### src/rtl/alu_arbiter.sv
// alu_arbiter: round-robin sharing of one external combinational ALU
// between two valid/ready requesters, with held per-requester responses.
module alu_arbiter #(
    parameter int WIDTH = 32
) (
    input  logic             clk,
    input  logic             reset,
    // requester 0
    input  logic             r0_valid,
    output logic             r0_ready,
    input  logic [WIDTH-1:0] r0_a,
    input  logic [WIDTH-1:0] r0_b,
    input  logic [2:0]       r0_func,
    output logic             r0_rsp_valid,
    input  logic             r0_rsp_ready,
    output logic [WIDTH-1:0] r0_out,
    output logic             r0_zero,
    // requester 1
    input  logic             r1_valid,
    output logic             r1_ready,
    input  logic [WIDTH-1:0] r1_a,
    input  logic [WIDTH-1:0] r1_b,
    input  logic [2:0]       r1_func,
    output logic             r1_rsp_valid,
    input  logic             r1_rsp_ready,
    output logic [WIDTH-1:0] r1_out,
    output logic             r1_zero,
    // external ALU
    output logic [WIDTH-1:0] alu_a,
    output logic [WIDTH-1:0] alu_b,
    output logic [2:0]       alu_func,
    input  logic [WIDTH-1:0] alu_out,
    input  logic             alu_zero,
    output logic             busy
);

    localparam logic [1:0] IDLE = 2'd0;
    localparam logic [1:0] EXEC = 2'd1;
    localparam logic [1:0] RESP = 2'd2;

    logic [1:0]       state_q, state_d;
    logic             ptr_q, ptr_d;      // 0: r0 wins a tie, 1: r1 wins a tie
    logic             owner_q, owner_d;
    logic [WIDTH-1:0] a_q, a_d;
    logic [WIDTH-1:0] b_q, b_d;
    logic [2:0]       func_q, func_d;
    logic             r0_vld_q, r0_vld_d;
    logic [WIDTH-1:0] r0_out_q, r0_out_d;
    logic             r0_zero_q, r0_zero_d;
    logic             r1_vld_q, r1_vld_d;
    logic [WIDTH-1:0] r1_out_q, r1_out_d;
    logic             r1_zero_q, r1_zero_d;

    // Grant: a lone valid requester wins, a tie goes to the pointer; only in IDLE
    always_comb begin
        r0_ready = 1'b0;
        r1_ready = 1'b0;
        if (state_q == IDLE) begin
            if (r0_valid && (!r1_valid || !ptr_q)) begin
                r0_ready = 1'b1;
            end else if (r1_valid) begin
                r1_ready = 1'b1;
            end
        end
    end

    // Next-state: accept in IDLE, capture ALU result in EXEC, hold until consumed in RESP
    always_comb begin
        state_d   = state_q;
        ptr_d     = ptr_q;
        owner_d   = owner_q;
        a_d       = a_q;
        b_d       = b_q;
        func_d    = func_q;
        r0_vld_d  = r0_vld_q;
        r0_out_d  = r0_out_q;
        r0_zero_d = r0_zero_q;
        r1_vld_d  = r1_vld_q;
        r1_out_d  = r1_out_q;
        r1_zero_d = r1_zero_q;
        case (state_q)
            IDLE: begin
                if (r0_ready) begin
                    a_d     = r0_a;
                    b_d     = r0_b;
                    func_d  = r0_func;
                    owner_d = 1'b0;
                    ptr_d   = 1'b1;
                    state_d = EXEC;
                end else if (r1_ready) begin
                    a_d     = r1_a;
                    b_d     = r1_b;
                    func_d  = r1_func;
                    owner_d = 1'b1;
                    ptr_d   = 1'b0;
                    state_d = EXEC;
                end
            end
            EXEC: begin
                if (!owner_q) begin
                    r0_out_d  = alu_out;
                    r0_zero_d = alu_zero;
                    r0_vld_d  = 1'b1;
                end else begin
                    r1_out_d  = alu_out;
                    r1_zero_d = alu_zero;
                    r1_vld_d  = 1'b1;
                end
                state_d = RESP;
            end
            RESP: begin
                if (!owner_q && r0_rsp_ready) begin
                    r0_vld_d = 1'b0;
                    state_d  = IDLE;
                end else if (owner_q && r1_rsp_ready) begin
                    r1_vld_d = 1'b0;
                    state_d  = IDLE;
                end
            end
            default: state_d = IDLE;
        endcase
    end

    // State and datapath registers with synchronous reset
    always_ff @(posedge clk) begin
        if (reset) begin
            state_q   <= IDLE;
            ptr_q     <= 1'b0;
            owner_q   <= 1'b0;
            a_q       <= '0;
            b_q       <= '0;
            func_q    <= '0;
            r0_vld_q  <= 1'b0;
            r0_out_q  <= '0;
            r0_zero_q <= 1'b0;
            r1_vld_q  <= 1'b0;
            r1_out_q  <= '0;
            r1_zero_q <= 1'b0;
        end else begin
            state_q   <= state_d;
            ptr_q     <= ptr_d;
            owner_q   <= owner_d;
            a_q       <= a_d;
            b_q       <= b_d;
            func_q    <= func_d;
            r0_vld_q  <= r0_vld_d;
            r0_out_q  <= r0_out_d;
            r0_zero_q <= r0_zero_d;
            r1_vld_q  <= r1_vld_d;
            r1_out_q  <= r1_out_d;
            r1_zero_q <= r1_zero_d;
        end
    end

    assign alu_a        = a_q;
    assign alu_b        = b_q;
    assign alu_func     = func_q;
    assign r0_rsp_valid = r0_vld_q;
    assign r0_out       = r0_out_q;
    assign r0_zero      = r0_zero_q;
    assign r1_rsp_valid = r1_vld_q;
    assign r1_out       = r1_out_q;
    assign r1_zero      = r1_zero_q;
    assign busy         = (state_q != IDLE);

endmodule

### config.mk
export PLATFORM = sky130hd
export DESIGN_NAME = alu_arbiter
export DESIGN_NICKNAME = d
export VERILOG_FILES = /design/src/rtl/alu_arbiter.sv
export SDC_FILE = /design/constraint.sdc
export NUM_CORES = 1
export LEC_CHECK = 0
export ABC_CLOCK_PERIOD_IN_PS = 1700
export CELL_PAD_IN_SITES_DETAIL_PLACEMENT = 1
export CELL_PAD_IN_SITES_GLOBAL_PLACEMENT = 1
export CORE_MARGIN = 2
export CORE_UTILIZATION = 26
export DETAILED_ROUTE_END_ITERATION = 16
export PLACE_DENSITY = 0.86
export REMOVE_ABC_BUFFERS = 1
export SETUP_SLACK_MARGIN = 0.15
export SYNTH_ARGS = -nofsm -noshare
export SYNTH_HDL_FRONTEND = slang
export SYNTH_SLANG_ARGS = --single-unit
### constraint.sdc
create_clock -name clk -period 1.7 [get_ports clk]
set_input_delay 0.34 -clock clk [delete_from_list [all_inputs] [get_ports clk]]
set_output_delay 0.34 -clock clk [all_outputs]
set_load 0.005 [all_outputs]
* Yosys cells after proc, flatten, opt, wreduce, memory -nomap -nowiden
Index checks and enable logic that the tools add are counted.
** Cells by class
- Eq/ne operators :: 9
- Multiplexer cells :: 27
- Bitwise gates (word level) :: 1
- Reductions and logical operators :: 17
** Operator list (count)
- $mux W32 :: 4
- $mux W1 :: 14
- $ne A2 B2 Y1 const B :: 5
- $mux W2 :: 4
- $reduce_and A2 Y1 :: 4
- $mux W3 :: 2
- $ne A3 B3 Y1 const B :: 2
- $pmux W2 S3 :: 1
- $reduce_bool A2 Y1 :: 3
- $pmux W1 S2 :: 2
- $reduce_and A4 Y1 :: 1
- $logic_and A1 B1 Y1 :: 3
- $logic_not A1 Y1 :: 3
- $reduce_and A3 Y1 :: 1
- $eq A2 B1 Y1 const B :: 1
- $eq A2 B2 Y1 const B :: 1
- $logic_not A2 Y1 :: 1
- $logic_or A1 B1 Y1 :: 1
- $not A1 Y1 :: 1
** Storage, ports and cells
- Register bits :: 139
- Input bits :: 173
- Output and inout port bits :: 138
- Logic and storage cells :: 66

* Depth between registers and ports, before layout
- Word-level depth :: 8
- Gate-level depth with buffers :: 6

* Least setup slack after synthesis
No wires, ideal clock.
- Path type :: input to output
- Start point :: in r1_valid
- End point :: out r0_ready
- Arrival :: 1.235 ns
- Data required time :: 1.360 ns
- Slack :: 0.125 ns
- Cell stages on the path :: 5
- Cells stage by stage :: a211o_1 > or2_1 > clkbuf_1 > buf_4 > inv_1
** On the way
- Longest elaborated chain between the ends :: 5
** Ends and longest elaborated chain
- from (decl) :: line 19 : input logic r1_valid,
- $logic_not A1 Y1 :: line 59 : if (r0_valid && (!r1_valid || !ptr_q)) begin
- $logic_or A1 B1 Y1 :: line 59
- $logic_and A1 B1 Y1 :: line 59
- $mux W1 :: line 59
- $mux W1 :: line 58 : if (state_q == IDLE) begin
- to (decl) :: line 10 : output logic r0_ready,
Every way passes these cells.

* Worst setup path in the final report
- Start point :: reg state_q[0]
- End point :: reg owner_q
** On the way
- Longest elaborated chain between the ends :: 4
- Elaborated cells between the ends (all ways) :: 6
- Those cells by class :: 3 x mux; 3 x reduce/logical
** Ends and longest elaborated chain
- from (decl) :: line 41 : logic [1:0] state_q, state_d;
- from (signal assigned) :: line 140 : state_q <= state_d;
- $logic_not A2 Y1 * :: line 58, 81
- $mux W1 :: line 58
- $reduce_bool A2 Y1 (no source line)
- $reduce_and A2 Y1 (no source line)
- to (signal assigned) :: line 142 : owner_q <= owner_d;
- to (decl) :: line 43 : logic owner_q, owner_d;
Mark *: on every way between the ends. The rest lies on a longest branch, timed or not.
A chain may end at the register's enable or synchronous reset.

==> qor.txt <==
Power Total: 0.0107 W
Compound-Gate Fraction of Synth Area: 0.241
placed cell count: 1241
crit-path most repeated cell: buf_6
Setup Skew: 0.0127 ns
cell with the most instances after synthesis: nand2_1
DRT Pass-1 Iters: 4
post-synthesis simple-gate area fraction: 0.198
slowest stage delay, CP: 0.33 ns
max cap viols: 0
Routed Antenna Nets: 0
Slew Viols, Final: 0
Fillers: 2323
grt met3 use: 0.0887
Longest Clk Path Bufs: 2
Leak: 4.65 nW
RSZ-0062 raised after global routing: yes
dominant register cell in the synthesized netlist: dfxtp_1
Async S/R FF share, synth: 0
Yosys top cell by area: dfxtp_1
NumNets Final: 1203
global placer's final weighted congestion: 0.775
library cells used by synthesis: 26
count of state elements after synthesis: 139
antenna violations before repair: 3
M1 GR Usage: 0.232
share of cells above drive strength 1: 0.247
Routed WL: 30500 µm
global-route wire length before repair: 37500 µm
post-synthesis cell area: 5520 µm²
PortBufs: 310
clock latency on the worst-skew pair: 0.42 ns
final worst setup slack: -0.225 ns
grt met2 use: 0.372
Clock Sinks: 139
Final TNS setup: -5.15 ns
Layout Cells excl Fill: 1320
Yosys warning count: 0
peak supply drop: 0.556 mV
Initial DRC Count: 248
CTS Buf Count: 17
Post-Syn Instances: 705
mux contribution to synthesized area: 0
Final Hold Fails: 0
cell-by-cell trace of the critical path: a211o_2, or2_4, inv_4, buf_6, buf_6, buf_6, buf_6, buf_6, buf_6, buf_6, buf_6, buf_6, a211oi_2
Placement Setup Slack: -0.634 ns
setup violators final: 80
failing checks: negative setup slack
routed len/inst: 23.1 µm
arrival time worst endpoint: 2.23 ns
Post-Synth XOR/XNOR Area: 0
worst slew margin relative to its limit: 0.539
register area share after synthesis: 0.504
DRC viols: 0
IO Pins: 311
H-tree lvl count: 4
synthesized area per cell: 7.84 µm²
combinational family with the most area after synthesis: compound AO/OA/AOI/OAI gates
largest net degree at the start of global routing: 73
status: complete, but fails checks
placed cell area: 8950 µm²
Worst setup SP type: flip-flop
Chip Height: 150 µm
CORE AREA: 21000 µm²
cell area power density: 979 nW/µm²
HP Class: in -> reg
grt total ovfl: 0
synth top area cells: dfxtp_1, nand2_1, o31ai_1
crit end category: flip-flop
Tmin final: 1.92 ns
final worst-path cycle share: 1.13
area grow syn2layout: 98.4%
routed vias: 6908
final instance area: 11000 µm²
Synth Area in Adders: 0
Core Rows: 53
CTS tree: built
Root Buffer: clkbuf_16
HPWL after DPL: 15900 µm
slowest CP cell: dfxtp_2
most frequent cells after synthesis: nand2_1, dfxtp_1, a21oi_1, o31ai_1, a31oi_1
kind of cell adding the most delay to the critical path: buffers and inverters
Slew @ Worst Pin: 0.691 ns
global route hottest layer: met2
Initial Util: 0.264
worst setup path class: reg -> reg
width of the die: 150 µm
top cell type's share of synthesized area: 0.504
buffers and inverters on the worst path: 10
number of global-route vias before repair: 6985
fmax: 0.520 GHz
Via density: 5.23
gr usage total: 0.216
Die Area: 22400 µm²
EDFF count, synth: 0
CP required: 2.00 ns
crit-path max FO: 2
clock slew seen by the registers of the worst setup and hold paths: 0.07 ns
## power breakdown
part | leakage [nW] | total [W] | switching (W) | internal (W)
logic | 3.19 | 0.00274 | 0.00134 | 0.00140
clock network | 0.310 | 0.00420 | 0.00166 | 0.00254
registers | 1.15 | 0.00379 | 0.000242 | 0.00355
total | 4.65 | 0.0107 | 0.00324 | 0.00749
## metal layers
layer,vias to the layer above,wire (µm)
li1,3093,-
met1,3351,11200
met2,368,15200
met3,96,2730
met4,0,1410
met5,-,0
## cells in the final DEF (no fill, tap or decap), drive strengths merged, types with 2 or more instances in the layout
cell and instances:
clkdlybuf4s50 170, buf 52, clkbuf 34, nor3b 2
clkinvlp 2, a21oi 70, bufinv 4, dfxtp 139
diode 2, clkinv 3, or3b 3, nand2 268
o31ai 68, inv 11, a211oi 3, dlygate4sd2 136
or2 2, a31oi 67
## state kept, by name, summed over array words and instances (netlist names), 2 cells and up
name,count
state_q,2
r1_out,32
r0_out,32
alu_a,32
alu_b,32
alu_func,3
## kinds of logic (layout without fill, tap and decap cells)
group	Yosys count	after routing
flip-flops	139	139
buffers and inverters	75	412
AO/OA/AOI/OAI	212	212
AND/OR/NAND/NOR	279	280
other	0	2
## tightest hold or removal path: cells and delay by family
kind	cells	cell delay (ns)
AO/OA/AOI/OAI	1	0.14
buffers and inverters	2	0.32
## timing repair
action                                  in CTS  in global routing
cloned                                       1                 22
hold endpoints to repair                     0                  0
setup buffers                               13                  9
gates resized for setup                    193                199
pin swaps                                    4                125
endpoints found under the setup margin     213                 79
hold buffers                                 0                  0
## worst paths after layout
kind                                start  slack [ns]                endpoint  depth (start not counted)
setup / recovery  state_q[0]$_SDFFE_PP0P_       -0.22    owner_q$_SDFFE_PP0P_                         13
setup reg to reg  state_q[0]$_SDFFE_PP0P_       -0.22    owner_q$_SDFFE_PP0P_                         13
hold reg to reg      r1_zero$_SDFFE_PP0P_        0.45    r1_zero$_SDFFE_PP0P_                          2
hold / removal                      reset        0.42  r1_out[2]$_SDFFE_PP0P_                          3
## area by class of cell
cell class / count / area [µm²] / area share
Timing Repair Buffer: 374 / 3970 / 0.362
Multi-Input combinational cell: 492 / 3160 / 0.288
Sequential cell: 139 / 2810 / 0.257
Clock buffer: 18 / 439 / 0.0401
Tap cell: 275 / 344 / 0.0314
Clock inverter: 14 / 208 / 0.0189
Inverter: 6 / 25.0 / 0.00228
Antenna cell: 2 / 5.00 / 0.000457
## per-stage QoR
stage                     hold WS [ns]  utilization
after floorplan                  0.409            -
after detailed placement         0.448        0.427
after global routing             0.430        0.523
final                            0.420        0.523
after global placement           0.440        0.427
after CTS                        0.414        0.460
No activity file was read; power rests on OpenSTA's default activity.
